<file path="src/rtl/reg_bank_scheduler_pkg.sv">
// reg_bank_scheduler_pkg: op/state encodings and data limits shared by the bank scheduler
package reg_bank_scheduler_pkg;
  localparam int DEF_WIDTH = 10;
  localparam int DATA_MAX = 2 ** (DEF_WIDTH - 1) - 1;
  localparam int DATA_MIN = -(2 ** (DEF_WIDTH - 1));
  localparam logic [1:0] OP_RD = 2'b00;
  localparam logic [1:0] OP_WR = 2'b01;
  localparam logic [1:0] OP_ACC = 2'b10;
  typedef enum logic {S_IDLE, S_CLEAR} state_e;
endpackage

</file>
<file path="src/rtl/reg_bank_scheduler_rr_arbiter.sv">
// rr_arbiter: combinational round-robin grant, searching upward from ptr with wrap
module rr_arbiter #(
  parameter int NREQ = 4,
  parameter int PW = $clog2(NREQ)
) (
  input  logic [NREQ-1:0] req,
  input  logic [PW-1:0]   ptr,
  output logic [NREQ-1:0] gnt,
  output logic [PW-1:0]   idx,
  output logic            any
);
  logic [NREQ-1:0] rot;
  int off, pos;
  always_comb begin
    rot = NREQ'({req, req} >> ptr);
    any = |req;
    off = 0;
    for (int k = NREQ - 1; k >= 0; k--) off = rot[k] ? k : off;
    pos = int'(ptr) + off;
    idx = PW'(pos >= NREQ ? pos - NREQ : pos);
    gnt = any ? NREQ'(1) << idx : '0;
  end
endmodule

</file>
<file path="src/rtl/reg_bank_scheduler.sv">
// reg_bank_scheduler: round-robin shared register bank with read/write/saturating
// accumulate, one access per cycle, and a sequenced one-entry-per-cycle clear.
module reg_bank_scheduler
  import reg_bank_scheduler_pkg::*;
#(
  parameter int NREQ = 4,
  parameter int WIDTH = DEF_WIDTH,
  parameter int DEPTH = 8,
  parameter int AW = 3
) (
  input  logic                  clk,
  input  logic                  rst_n,
  input  logic [NREQ-1:0]       req_valid,
  input  logic [2*NREQ-1:0]     req_op,
  input  logic [AW*NREQ-1:0]    req_addr,
  input  logic [WIDTH*NREQ-1:0] req_wdata,
  output logic [NREQ-1:0]       req_ready,
  output logic [NREQ-1:0]       rsp_valid,
  output logic [WIDTH-1:0]      rsp_rdata,
  input  logic                  clr_req,
  output logic                  clr_done,
  output logic                  busy
);
  localparam int PW = $clog2(NREQ);
  localparam logic [WIDTH-1:0] MAXV = {1'b0, {(WIDTH - 1){1'b1}}};
  localparam logic [WIDTH-1:0] MINV = {1'b1, {(WIDTH - 1){1'b0}}};
  state_e state_q, state_d;
  logic [PW-1:0] rr_q, gidx;
  logic [AW-1:0] cnt_q, addr;
  logic [WIDTH-1:0] bank_q [DEPTH];
  logic [WIDTH-1:0] rdata_q, wdata, cur, acc;
  logic [WIDTH:0] sum;
  logic [NREQ-1:0] gnt, rsp_valid_q;
  logic [1:0] op;
  logic any, serve, xfer, is_rd, done_q;
  rr_arbiter #(.NREQ(NREQ)) u_arb (.req(req_valid), .ptr(rr_q), .gnt(gnt), .idx(gidx), .any(any));
  // A pending clear request outranks any requester in the same cycle.
  always_comb begin
    serve = rst_n && state_q == S_IDLE && !clr_req;
    xfer = serve && any;
    op = req_op[2*gidx +: 2];
    addr = req_addr[AW*gidx +: AW];
    wdata = req_wdata[WIDTH*gidx +: WIDTH];
    is_rd = op[1] == op[0];
    cur = bank_q[addr];
    sum = {cur[WIDTH-1], cur} + {wdata[WIDTH-1], wdata};
    acc = sum[WIDTH] ^ sum[WIDTH-1] ? (sum[WIDTH] ? MINV : MAXV) : sum[WIDTH-1:0];
    state_d = state_q == S_IDLE ? (clr_req ? S_CLEAR : S_IDLE)
                                : (cnt_q == AW'(DEPTH - 1) ? S_IDLE : S_CLEAR);
  end
  assign req_ready = serve ? gnt : '0;
  assign rsp_valid = rsp_valid_q;
  assign rsp_rdata = rdata_q;
  assign clr_done = done_q;
  assign busy = state_q == S_CLEAR;
  always_ff @(posedge clk or negedge rst_n) begin
    if (!rst_n) begin
      state_q <= S_IDLE;
      rr_q <= '0;
      cnt_q <= '0;
      rsp_valid_q <= '0;
      rdata_q <= '0;
      done_q <= 1'b0;
      for (int i = 0; i < DEPTH; i++) bank_q[i] <= '0;
    end else begin
      state_q <= state_d;
      done_q <= state_q == S_CLEAR && cnt_q == AW'(DEPTH - 1);
      rsp_valid_q <= xfer && is_rd ? gnt : '0;
      if (xfer) begin
        rr_q <= gidx == PW'(NREQ - 1) ? '0 : gidx + 1'b1;
        if (is_rd) rdata_q <= cur;
        else bank_q[addr] <= op == OP_WR ? wdata : acc;
      end
      // cnt wraps back to 0 on its own because DEPTH is a power of two
      if (state_q == S_CLEAR) begin
        bank_q[cnt_q] <= '0;
        cnt_q <= cnt_q + 1'b1;
      end
    end
  end
endmodule

</file>
<file path="config.mk">
export PLATFORM = sky130hd
export DESIGN_NAME = reg_bank_scheduler
export DESIGN_NICKNAME = d
export VERILOG_FILES = /design/src/rtl/reg_bank_scheduler_pkg.sv /design/src/rtl/reg_bank_scheduler_rr_arbiter.sv /design/src/rtl/reg_bank_scheduler.sv
export SDC_FILE = /design/constraint.sdc
export NUM_CORES = 1
export LEC_CHECK = 0
export CORE_MARGIN = 2
export CORE_UTILIZATION = 47
export DETAILED_ROUTE_END_ITERATION = 8
export HOLD_SLACK_MARGIN = 0.06
export PLACE_DENSITY = 0.73
export SLEW_MARGIN = 20
export SYNTH_ARGS = -nofsm -noshare
export SYNTH_HDL_FRONTEND = slang
export SYNTH_HIERARCHICAL = 1
export SYNTH_SLANG_ARGS = --single-unit
</file>
<file path="constraint.sdc">
create_clock -name clk -period 13.6 [get_ports clk]
set_clock_uncertainty 0.2 [all_clocks]
set_input_delay 1.36 -clock clk [delete_from_list [all_inputs] [get_ports clk]]
set_output_delay 1.36 -clock clk [all_outputs]
set_load 0.01 [all_outputs]
</file>
== Word level (Yosys, flattened, before mapping) ==
Cells that the tools add are included.

* Bits in registers: 101
* Input port bits: 67
* Output and inout port bits: 20
* Logic and storage cells: 77

* $add $sub $neg: 5
* $mul: 2
* $lt $le $gt $ge: 5
* Eq/ne operators: 4
* Shifts and indexed selects: 5
* Mux-type cells: 26
* Bitwise logic cells: 6
* Reductions and logical operators: 10

{| class="wikitable"
|+ Operators with widths
! operator !! count
|-
| 80-bit two-way mux || 3
|-
| 32-bit two-way mux || 3
|-
| 80-bit AND || 1
|-
| 80-bit bitwise mux || 1
|-
| 80-bit inverter || 1
|-
| 10-bit two-way mux || 7
|-
| 10-bit demux with 3-bit select || 2
|-
| 40-bit by 7-bit indexed part select with 10-bit output || 1
|-
| 3-bit by 32-bit adder with 32-bit output || 1
|-
| 32-bit by 4-bit >= comparator with 1-bit output (second input constant) || 1
|-
| 10-bit binary-select mux with 3-bit select || 1
|-
| 4-bit two-way mux || 3
|-
| 12-bit by 5-bit indexed part select with 3-bit output || 1
|-
| 10-bit by 10-bit adder with 11-bit output || 1
|-
| 4-bit >= comparator (second input constant) || 2
|-
| 4-bit by 1-bit less-than comparator with 1-bit output (second input constant) || 2
|-
| 3-bit inverter with 4-bit output || 2
|-
| 8-bit by 4-bit indexed part select with 2-bit output || 1
|-
| 8-bit by 2-bit right shift with 4-bit output || 1
|-
| 1-bit logical AND || 7
|-
| 2-bit two-way mux || 3
|-
| 3-bit by 2-bit multiplier with 5-bit output (first input constant) || 1
|-
| 2-bit by 2-bit multiplier with 4-bit output (first input constant) || 1
|-
| 4-bit OR reduction || 1
|-
| 13 further kinds || 15
|}

== Longest topological paths before layout ==
Gate-level depths: netlist (run 1).

* Depth after elaboration: 23
* Gate-level depth with buffers: 26
* Depth with buffers taken out: 21

== Modules after synthesis ==
The synthesis (run 1) kept the hierarchy.

{| class="wikitable"
|+ By module, submodules not included
! module !! instances !! cells an instance !! area an instance (µm²) !! seq. area each (µm²)
|-
| reg_bank_scheduler || 1 || 594 || 5863.1 || 2527.4
|-
| rr_arbiter || 1 || 42 || 326.6 || 0.0
|}

== Worst setup path before layout (run 1) ==
Ideal clock, no wire load.

* Kind: input -> register
* Start: in req_valid[0]
* End: reg bank_q[68] (netlist name)
* Library setup time: 101 ps
* Arrival: 6183 ps
* Required time: 13299 ps
* Slack: 7116 ps
* Stages on the path: 24
* Path buffers: 6
* Path through: buf_6 > o21a_1 > a21oi_1 > o211ai_1 > ha_1 > xnor2_1 > xnor2_1 > clkbuf_1 > mux4_2 > buf_2 > buf_2 > mux2_2 > a32o_1 > nor2_1 > inv_1 > ha_1 > a21o_1 > and3_1 > clkbuf_1 > o211a_1 > a2111oi_4 > buf_6 > nor2_1 > o311ai_2

* Cells in the longest elaborated chain, start to end: 23
* Elaborated cells between the ends (all ways): 37
* Those cells by class: add/sub: 3; mul: 2; order compare: 3; eq/ne: 2; shift: 4; mux: 17; bitwise: 3; reduce/logical: 3

{| class="wikitable"
|+ RTL lines
! element !! line !! text
|-
| start, declared || reg_bank_scheduler.sv:13 || <nowiki>input logic [NREQ-1:0] req_valid,</nowiki>
|-
| 8-bit by 2-bit right shift with 4-bit output * || reg_bank_scheduler_rr_arbiter.sv:15 || <nowiki>rot = NREQ'({req, req} >> ptr);</nowiki>
|-
| 2-bit two-way mux || reg_bank_scheduler_rr_arbiter.sv:18 || <nowiki>for (int k = NREQ - 1; k >= 0; k--) off = rot[k] ? k : off;</nowiki>
|-
| 32-bit two-way mux (2 in series) || reg_bank_scheduler_rr_arbiter.sv:18 ||
|-
| 32-bit two-way mux * || reg_bank_scheduler_rr_arbiter.sv:18 ||
|-
| 3-bit by 32-bit adder with 32-bit output * || reg_bank_scheduler_rr_arbiter.sv:19 || <nowiki>pos = int'(ptr) + off;</nowiki>
|-
| 32-bit by 4-bit >= comparator with 1-bit output or 2-bit by 1-bit subtractor with 2-bit output (tied branches) || reg_bank_scheduler_rr_arbiter.sv:20 || <nowiki>idx = PW'(pos >= NREQ ? pos - NREQ : pos);</nowiki>
|-
| 2-bit two-way mux * || reg_bank_scheduler_rr_arbiter.sv:20 ||
|-
| net gidx[1] || reg_bank_scheduler.sv:28 || <nowiki>logic [PW-1:0] rr_q, gidx;</nowiki>
|-
| [6 not listed] || n/a ||
|-
| net cur[1] || reg_bank_scheduler.sv:31 || <nowiki>logic [WIDTH-1:0] rdata_q, wdata, cur, acc;</nowiki>
|-
| [1 not listed] || n/a ||
|-
| 10-bit two-way mux or 1-bit XOR (tied branches) || reg_bank_scheduler.sv:47 || <nowiki>acc = sum[WIDTH] ^ sum[WIDTH-1] ? (sum[WIDTH] ? MINV : MAXV) : sum[WIDTH-1:0];</nowiki>
|-
| 10-bit two-way mux * || reg_bank_scheduler.sv:47 ||
|-
| 10-bit two-way mux * || reg_bank_scheduler.sv:72 || <nowiki>else bank_q[addr] <= op == OP_WR ? wdata : acc;</nowiki>
|-
| 80-bit bitwise mux * || reg_bank_scheduler.sv:72 ||
|-
| 80-bit two-way mux * || reg_bank_scheduler.sv:71 || <nowiki>if (is_rd) rdata_q <= cur;</nowiki>
|-
| 80-bit two-way mux * || reg_bank_scheduler.sv:69 || <nowiki>if (xfer) begin</nowiki>
|-
| 80-bit AND (no source line) || n/a ||
|-
| 80-bit two-way mux * || reg_bank_scheduler.sv:75 || <nowiki>if (state_q == S_CLEAR) begin</nowiki>
|-
| end signal, assigned by index || reg_bank_scheduler.sv:72 ||
|-
| end, declared || reg_bank_scheduler.sv:30 || <nowiki>logic [WIDTH-1:0] bank_q [DEPTH];</nowiki>
|}

The timed path passes the listed nets; every way through them passes the cells marked *. The select of a mux whose other input is x is not followed.
A chain may end at the register's enable or synchronous reset.

== Worst setup path after layout (run 1) ==
* Start: in req_valid[2]
* End: reg bank_q[73] (netlist name)

Same word-level chain as after synthesis.

==> out/results.ini, run 1 <==
[final_layout]
stdcell_area_um2 = 7400
syn2layout_area_growth_pct = 19.6
nets = 786
fin_util = 0.582
antenna_cells = 0
drive_gt1_frac = 0.116
fill_cells = 1134
stdcell_count = 880

[die]
die_h_um = 119
start_util = 0.487
rows = 41
ioPinCount = 87
die_x_um = 119
core-area_um2 = 12700
die_area_um2 = 14100

[min_path]
hold_start = rsp_rdata[9]
hold_path_class = reg2reg

[setup_path]
critPathLaunchType = input pin
critPathKind = in2reg
slowest_delay_ns = 0.97
critPathLaunch = req_valid[2]
cp_data_required_time_ns = 13.66
crit_path_cell_trace = clkdlybuf4s50_1, nor3b_1, a21oi_1, o211ai_1, ha_1, xnor2_1, xnor2_2, mux4_2, nand2_1, o221ai_1, a22oi_1, ha_1, and2_4, a221o_1, o211a_1, a2111oi_4, o32ai_1, o21ai_0
cp_max_fo = 34
path_buf_inv = 1
rr_startpoint = rr_q[0]
crit_slowest_cell = a2111oi_4
worst_path_most_repeated_cell = ha_1
cp_top_family = compound AO/OA/AOI/OAI gates
cp.arrival_ns = 8.62
end_kind = flip-flop

[yosys]
synth_fp_nets = 719
synth_seq_cells = 101
ys.flop_type = dfrtp_1
synthesis.area_um2 = 6190
synth_most_common_cell = nand2_1
synth_top_area_share = 0.408
avgSynthCellArea_um2 = 9.73
synth_enable_flop_cells = 0
synth_cell_type_count = 74
synthCells = 636
synth_area_leaders = dfrtp_1, nand2_1, mux4_2
ys_seq_area_frac = 0.408
yosysTopAreaCell = dfrtp_1
synthArstFlopShare = 1.00
yosysWarnings = 6
synth_common_cells = nand2_1, dfrtp_1, o21ai_0

[timing]
max_freq_ghz = 0.117
rsz0062_at_grt = no
post-route-period-util = 0.629
relSlewSlack = 0.230
final_max_slew_viol_count = 0
min_period_ns = 8.55
hold_viol_final = 0
worstMarginPinSlew_ns = 1.14
setup_viol = 0
tns_ns = 0

[cts]
insertion_delay_ns = 0.36
post-cts-setup-buffers = 0
cts_tree = built
clkTransAtPathRegs_ns = 0.07
hold_buffers = 0
cts_max_level = 3
cts_resized = 0
root_buffer = clkbuf_16
cts_num_sinks = 101
cts_buffer_depth = 2
cts-buffers-inserted = 9

[detailed_routing]
wl_mm = 18.7
drc = 0
drtPass1Iterations = 7
antenna_left = 0
viasPerCell = 6.43
num_vias = 5658
dr.first_iter.drc_count = 659
wl_per_cell_um = 21.3

[place]
gp_congestion = 0.947
hpwl_mm = 13.4
port_buffers = 86
placed_area_um2 = 7120
placed_cells = 864

[global_route]
grt_max_degree = 62
grt_use_total = 0.272
gr-total-overflow = 0
antenna_found_initial = 0
grt_pass1_vias = 5535
grt_pass1_wl_mm = 29.9

[outcome]
status = completed

[flow_run]
maxCapViolCount = 0

[final cells by class]
cell class | instances | area (um2) | area share
sequential | 101 | 2530 | 0.341
multi-input combinational | 488 | 3440 | 0.464
clock buffer | 10 | 229 | 0.0309
tap | 172 | 215 | 0.0291
inverter | 12 | 45.0 | 0.00609
clock inverter | 6 | 52.6 | 0.00710
timing repair buffer | 91 | 896 | 0.121
[placed cells by master, fill, tap and decap left out, drive strengths merged, types with 3 or more instances in the layout]
master,netlist,layout
nor2,37,37
mux4,16,16
xnor2,5,5
a21oi,21,21
mux2,23,23
nand2b,7,7
inv,12,16
o2111ai,4,4
nor4,3,3
o211ai,5,5
mux2i,12,12
o31ai,29,29
nand3,12,12
a32o,9,9
and2,4,4
o311ai,3,3
buf,20,6
o21a,5,5
o22ai,7,7
ha,15,15
a31oi,4,4
nand4,8,8
a22oi,9,9
dfrtp,101,101
nor2b,11,11
and3,12,12
o221ai,11,11
nor3,8,8
xor2,3,3
nand2,117,117
o21ai,55,55
clkbuf,15,10
clkdlybuf4s50,0,85
[final timing paths]
path | to | slack, ns | cells past startpoint
worst max-delay path | bank_q[73] | 5.05 | 18
worst min-delay path | rsp_rdata[9] | 0.28 | 2
worst max register to register | bank_q[73] | 6.08 | 18
worst min register to register | rsp_rdata[9] | 0.28 | 2
max in group asynchronous | bank_q[0] | 11.24 | 2
min in group asynchronous | bank_q[59] | 0.87 | 1
[per-stage QoR]
step / setup WS (ns) / hold slack (ns)
floorplan: 7.12 / 0.243
global placement: 5.03 / 0.257
detailed placement: 4.81 / 0.266
CTS: 5.18 / 0.282
global route: 4.50 / 0.301
finish: 5.05 / 0.277
[flip-flops by register name, summed over array words and instances (netlist names)]
register   flops
bank_q        80
busy           1
clr_done       1
cnt_q          3
rr_q           2
rsp_rdata     10
rsp_valid      4
[metal layers]
metal	vias up	share of wire	GRT usage
li1	2504	-	-
met1	2749	0.40	0.363
met3	58	0.10	0.0623
met2	347	0.45	0.415
met4	0	0.043	0.140
met5	-	0	0
[worst reg2reg max path: stages, from the launching register on]
cell,delay [ns]
dfrtp_1,0.55
inv_1,0.11
nor3b_1,0.21
a21oi_1,0.06
o211ai_1,0.17
ha_1,0.22
xnor2_1,0.15
xnor2_2,0.79
mux4_2,0.90
nand2_1,0.41
o221ai_1,0.38
a22oi_1,0.18
ha_1,0.42
and2_4,0.20
a221o_1,0.42
o211a_1,0.32
a2111oi_4,0.97
o32ai_1,0.47
o21ai_0,0.30
[cell families (layout without fill, tap and decap cells)]
| group | Yosys count | after routing | share of synthesized area |
|---|---|---|---|
| multiplexers | 51 | 51 | 0.119 |
| AO/OA/AOI/OAI | 183 | 183 | 0.217 |
| flip-flops | 101 | 101 | 0.408 |
| buffers and inverters | 47 | 119 | 0.0376 |
| adder cells (fa/ha/maj) | 16 | 16 | 0.0336 |
| XOR/XNOR | 8 | 8 | 0.0113 |
| AND/OR/NAND/NOR | 230 | 230 | 0.173 |
Power of run 1 is left out: the tool's default activity adds up to more than one toggle a clock period on the data nets, which glitch-free logic cannot reach.
==> run 2: changes to the inputs <==
--- a/config.mk
+++ b/config.mk
@@ -9,7 +9,7 @@
 export CORE_UTILIZATION = 47
 export DETAILED_ROUTE_END_ITERATION = 8
 export HOLD_SLACK_MARGIN = 0.06
-export PLACE_DENSITY = 0.73
+export PLACE_DENSITY = 0.76
 export SLEW_MARGIN = 20
 export SYNTH_ARGS = -nofsm -noshare
 export SYNTH_HDL_FRONTEND = slang
==> constraint.sdc (replaced) <==
create_clock -name clk -period 6.9 [get_ports clk]
set_clock_uncertainty 0.2 [all_clocks]
set_input_delay 0.69 -clock clk [delete_from_list [all_inputs] [get_ports clk]]
set_output_delay 0.69 -clock clk [all_outputs]
set_load 0.01 [all_outputs]
==> run 2 against run 1 <==
Critical path depth up 4. Design area up 2.6%. Highest routed layer unchanged. Register-to-register slack worse by 5.3 ns. Worst setup slack worse by 4.6 ns. Worst hold slack worse by 0.17 ns. Count of clock-buffer cells in the layout up 1. Core utilization up 1.5 points. Critical endpoint is now bank_q[67]. Sequential share of layout area down 0.85 points. Routed wire length up 0.66%. Final cell count up 1.9%. Via count up 0.88%. Largest cell class unchanged. Global-route usage up 0.14 points.
==> out/results.ini, run 2 (synthesis gave the netlist of run 1 again) <==
[setup_path]
critPathLaunchType = input pin
crit_path_cell_trace = clkdlybuf4s50_1, nor3b_1, o21ai_0, o211ai_1, ha_1, xnor2_1, xnor2_2, mux4_2, buf_4, nand2b_1, o21ai_0, a21oi_1, a21oi_1, nor2_1, ha_1, a21oi_1, nand2_1, o21ai_1, o2111ai_2, buf_4, a22oi_1, o31ai_1
rr_startpoint = rr_q[0]
crit_slowest_cell = clkdlybuf4s50_1
cp_data_required_time_ns = 6.90
end_kind = flip-flop
cp.arrival_ns = 6.48
worst_path_most_repeated_cell = a21oi_1
crit_end = bank_q[67]
r2r_end = bank_q[67]
critPathLaunch = req_valid[2]
rrSetupSlack_ns = 0.78
slowest_delay_ns = 0.65
reg2reg_depth = 22
critPathKind = in2reg
cp_max_fo = 19

[global_route]
grt_pass1_wl_mm = 30.3
grt_use_total = 0.274
gr-total-overflow = 0
antenna_found_initial = 0
grt_pass1_vias = 5688
grt_max_degree = 71

[detailed_routing]
dr.first_iter.drc_count = 614
num_vias = 5708
wl_per_cell_um = 21.0
viasPerCell = 6.36
drc = 0
antenna_left = 0
drtPass1Iterations = 5
wl_mm = 18.8

[min_path]
hold_path_class = in2async

[cts]
insertion_delay_ns = 0.36
cts_resized = 0
root_buffer = clkbuf_16
cts_max_level = 3
post-cts-setup-buffers = 0
cts-buffers-inserted = 9
hold_buffers = 0
clkTransAtPathRegs_ns = 0.07
cts_tree = built
cts_buffer_depth = 2
cts_num_sinks = 101

[place]
hpwl_mm = 13.7
port_buffers = 86
gp_congestion = 0.959

[timing]
final_max_slew_viol_count = 0
tns_ns = 0
rsz0062_at_grt = no
hold_viol_final = 0
post-route-period-util = 0.938
relSlewSlack = 0.231
min_period_ns = 6.47
worstMarginPinSlew_ns = 1.15
max_freq_ghz = 0.155
setup_viol = 0

[die]
die_x_um = 119
start_util = 0.487
rows = 41
core-area_um2 = 12700
die_area_um2 = 14100
ioPinCount = 87
die_h_um = 119

[outcome]
status = completed

[final_layout]
antenna_cells = 0
largest_register_ffs = 80
syn2layout_area_growth_pct = 22.6
drive_gt1_frac = 0.141
nets = 803
regMostFlops = bank_q
final_common_cell = nand2_1
layout_common_cells = nand2_1, dfrtp_1, clkdlybuf4s50_1, o21ai_0, nor2_1

[flow_run]
maxCapViolCount = 0

-- run 2: cell count changes in the layout (fill, tap and decap cells not counted), moves of 2 or more --
cell,change
inv_6,-3
a31oi_2,+2
a31oi_1,-2
buf_4,+17
bufinv_16,+2
-- run 2: metrics by stage --
stage / setup slack, ns / cells / hold WS (ns) / cell area, um2 / utilization
final: 0.429 / 897 / 0.111 / 7590 / 0.597
after global routing: 0.0423 / 897 / 0.143 / 7590 / 0.597
after CTS: 0.503 / 897 / 0.124 / 7580 / 0.596
after detailed placement: 0.156 / 881 / 0.264 / 7250 / 0.570
after global placement: 0.230 / 881 / 0.261 / 7250 / 0.570
after floorplan: 1.09 / 636 / 0.194 / 6190 / -
-- run 2: per-layer routing --
metal,share of wire,vias to the layer above,track usage
met5,0,-,0
met4,0.030,0,0.107
met3,0.092,56,0.0449
met2,0.46,348,0.425
met1,0.42,2763,0.383
li1,-,2541,-
-- run 2: worst min path at each step --
stage,endpoint,cells past startpoint
2_1_floorplan,bank_q[0],0
3_3_place_gp,bank_q[56],2
3_5_place_dp,bank_q[38],2
4_1_cts,bank_q[40],1
5_1_grt,rr_q[1],1
6_report,bank_q[30],1
-- run 2: layout make-up --
class                      count  area (um2)
timing repair buffer         108        1020
clock buffer                  11         243
clock inverter                 5        83.8
inverter                      12        45.0
fill                        1119        5130
multi-input combinational    488        3450
sequential                   101        2530
tap                          172         215
-- run 2: worst max-delay path: cells and delay by family --
kind,cells,cell delay [ns]
XOR/XNOR,2,0.54
multiplexers,1,0.55
AND/OR/NAND/NOR,4,0.52
buffers and inverters,3,1.16
AO/OA/AOI/OAI,10,2.43
adder cells (fa/ha/maj),2,0.57
Power of run 2 is left out for the same reason.
==> run 3: changes to the inputs <==
--- a/config.mk
+++ b/config.mk
@@ -5,11 +5,13 @@
 export SDC_FILE = /design/constraint.sdc
 export NUM_CORES = 1
 export LEC_CHECK = 0
+export ABC_AREA = 1
 export CORE_MARGIN = 2
 export CORE_UTILIZATION = 47
 export DETAILED_ROUTE_END_ITERATION = 8
 export HOLD_SLACK_MARGIN = 0.06
 export PLACE_DENSITY = 0.76
+export RECOVER_POWER = 25
 export SLEW_MARGIN = 20
 export SYNTH_ARGS = -nofsm -noshare
 export SYNTH_HDL_FRONTEND = slang
==> run 3 against run 2 <==
The run now ends with capacitance limit, slew limit left. First-iteration DRC count is 17% higher. Die area rose by 0.12%. Worst hold slack improved by 0.17 ns. Final cell count rose by 25%. Via count increased by 7.5%. Sequential share of layout area rose by 0.64 points. Area after synthesis is 0.12% higher. Critical endpoint is now bank_q[11].
==> out/results.ini, run 3 <==
[setup_path]
worst_path_most_repeated_cell = nand2_1
crit_slowest_cell = clkdlybuf4s50_1
critPathLaunch = req_valid[1]
cp_data_required_time_ns = 6.92
critPathKind = in2reg
rrSetupSlack_ns = 1.03
rr_startpoint = rr_q[0]
end_kind = flip-flop
critPathLaunchType = input pin
crit_end = bank_q[11]
cp.arrival_ns = 6.11
cp_max_fo = 24
reg2reg_depth = 31
r2r_end = bank_q[11]
slowest_delay_ns = 0.50

[global_route]
grt_use_total = 0.263
antenna_found_initial = 0
grt_pass1_vias = 5823
grt_max_degree = 60
grt_pass1_wl_mm = 29.6
gr-total-overflow = 0

[detailed_routing]
antenna_left = 0
drtPass1Iterations = 5
num_vias = 6138
drc = 0
wl_mm = 18.0
dr.first_iter.drc_count = 716
wl_per_cell_um = 16.0
viasPerCell = 5.46

[yosys]
avgSynthCellArea_um2 = 7.08
synth_most_common_cell = nand2_1
synth_top_area_share = 0.408
synth_cell_type_count = 35
yosysWarnings = 6
synth_seq_cells = 101
yosysTopAreaCell = dfrtp_1
ys.flop_type = dfrtp_1
synthArstFlopShare = 1.00
ys_seq_area_frac = 0.408
synthesis.area_um2 = 6200
synth_common_cells = nand2_1, nor2_1, dfrtp_1, o21ai_0, a21oi_1
synth_enable_flop_cells = 0
synth_fp_nets = 958
synthCells = 875
synth_area_leaders = dfrtp_1, nand2_1, o21ai_0

[die]
start_util = 0.487
rows = 41
die_x_um = 119
die_area_um2 = 14100
die_h_um = 119
ioPinCount = 87
core-area_um2 = 12700

[final_layout]
syn2layout_area_growth_pct = 20.2
regMostFlops = bank_q
layout_common_cells = nand2_1, nor2_1, o21ai_0, dfrtp_1
largest_register_ffs = 80
drive_gt1_frac = 0.0693
final_common_cell = nand2_1
stdcell_area_um2 = 7450
antenna_cells = 0
nets = 1031

[flow_run]
maxCapViolCount = 2

[timing]
setup_viol = 0
min_period_ns = 6.09
rsz0062_at_grt = no
worstMarginPinSlew_ns = 3.10
final_max_slew_viol_count = 106
tns_ns = 0
max_freq_ghz = 0.164
post-route-period-util = 0.883
relSlewSlack = -1.07
hold_viol_final = 0
setup_ws_ns = 0.809

[place]
port_buffers = 86
placed_area_um2 = 7180
gp_congestion = 0.964
pre_cts_slack_ns = 0.538
hpwl_mm = 13.1

[cts]
cts_num_sinks = 101
cts_max_level = 3
hold_buffers = 0
cts_resized = 0
insertion_delay_ns = 0.36
cts_tree = built
cts-buffers-inserted = 9
post-cts-setup-buffers = 0
clkTransAtPathRegs_ns = 0.07
root_buffer = clkbuf_16
cts_buffer_depth = 2

[outcome]
status = finished with violations
violations = capacitance limit, slew limit

[min_path]
hold_path_class = reg2reg

[run 3: worst min-delay path by stage]
stage            startpoint            to  slack [ns]  cells after the start
6_report       rsp_rdata[7]  rsp_rdata[7]        0.29                      2
5_1_grt        rsp_rdata[7]  rsp_rdata[7]        0.33                      2
4_1_cts               rst_n     bank_q[9]        0.14                      1
3_5_place_dp   rsp_rdata[7]  rsp_rdata[7]        0.27                      2
3_3_place_gp   rsp_rdata[7]  rsp_rdata[7]        0.26                      2
2_1_floorplan         rst_n     bank_q[0]        0.19                      0
[run 3: critical path, delay by kind of cell]
kind / cells / cell delay, ns
AOI/OAI and AO/OA: 5 / 1.04
xor gates and xnor gates: 1 / 0.21
adders and majority gates: 2 / 0.49
buffers and inverters: 5 / 1.31
and+or+nand+nor: 18 / 2.35
[run 3: kinds of logic after synthesis]
| logic type | Yosys count | synth area share |
|---|---|---|
| fa+ha+maj | 16 | 0.0335 |
| buf+inv | 117 | 0.0791 |
| compound gates | 225 | 0.191 |
| flops | 101 | 0.408 |
| simple gates | 408 | 0.277 |
| xor+xnor | 8 | 0.0113 |
[run 3: final cells by class]
cell class	count	area, um2
fillers	1206	5270
multi-input cells	657	3180
flip-flops and latches	101	2530
repair buffers	98	941
inverters	81	305
clock buffers	9	225
well taps	172	215
clock inverters	7	55.1
[run 3: stage by stage]
stage          hold slack (ns)   util  instances
2_1_floorplan            0.194      -        875
3_3_place_gp             0.264  0.564       1109
3_5_place_dp             0.266  0.564       1109
4_1_cts                  0.137  0.586       1125
5_1_grt                  0.326  0.585       1125
6_report                 0.286  0.585       1125
[run 3: routing by layer]
layer	GRT usage	share of wire	vias to the layer above	wire [um]
met2	0.410	0.44	262	7950
li1	-	-	3011	-
met1	0.365	0.46	2836	8260
met5	0	0	-	0
met3	0.0599	0.081	29	1460
met4	0.0818	0.018	0	323
Power of run 3 is left out for the same reason.
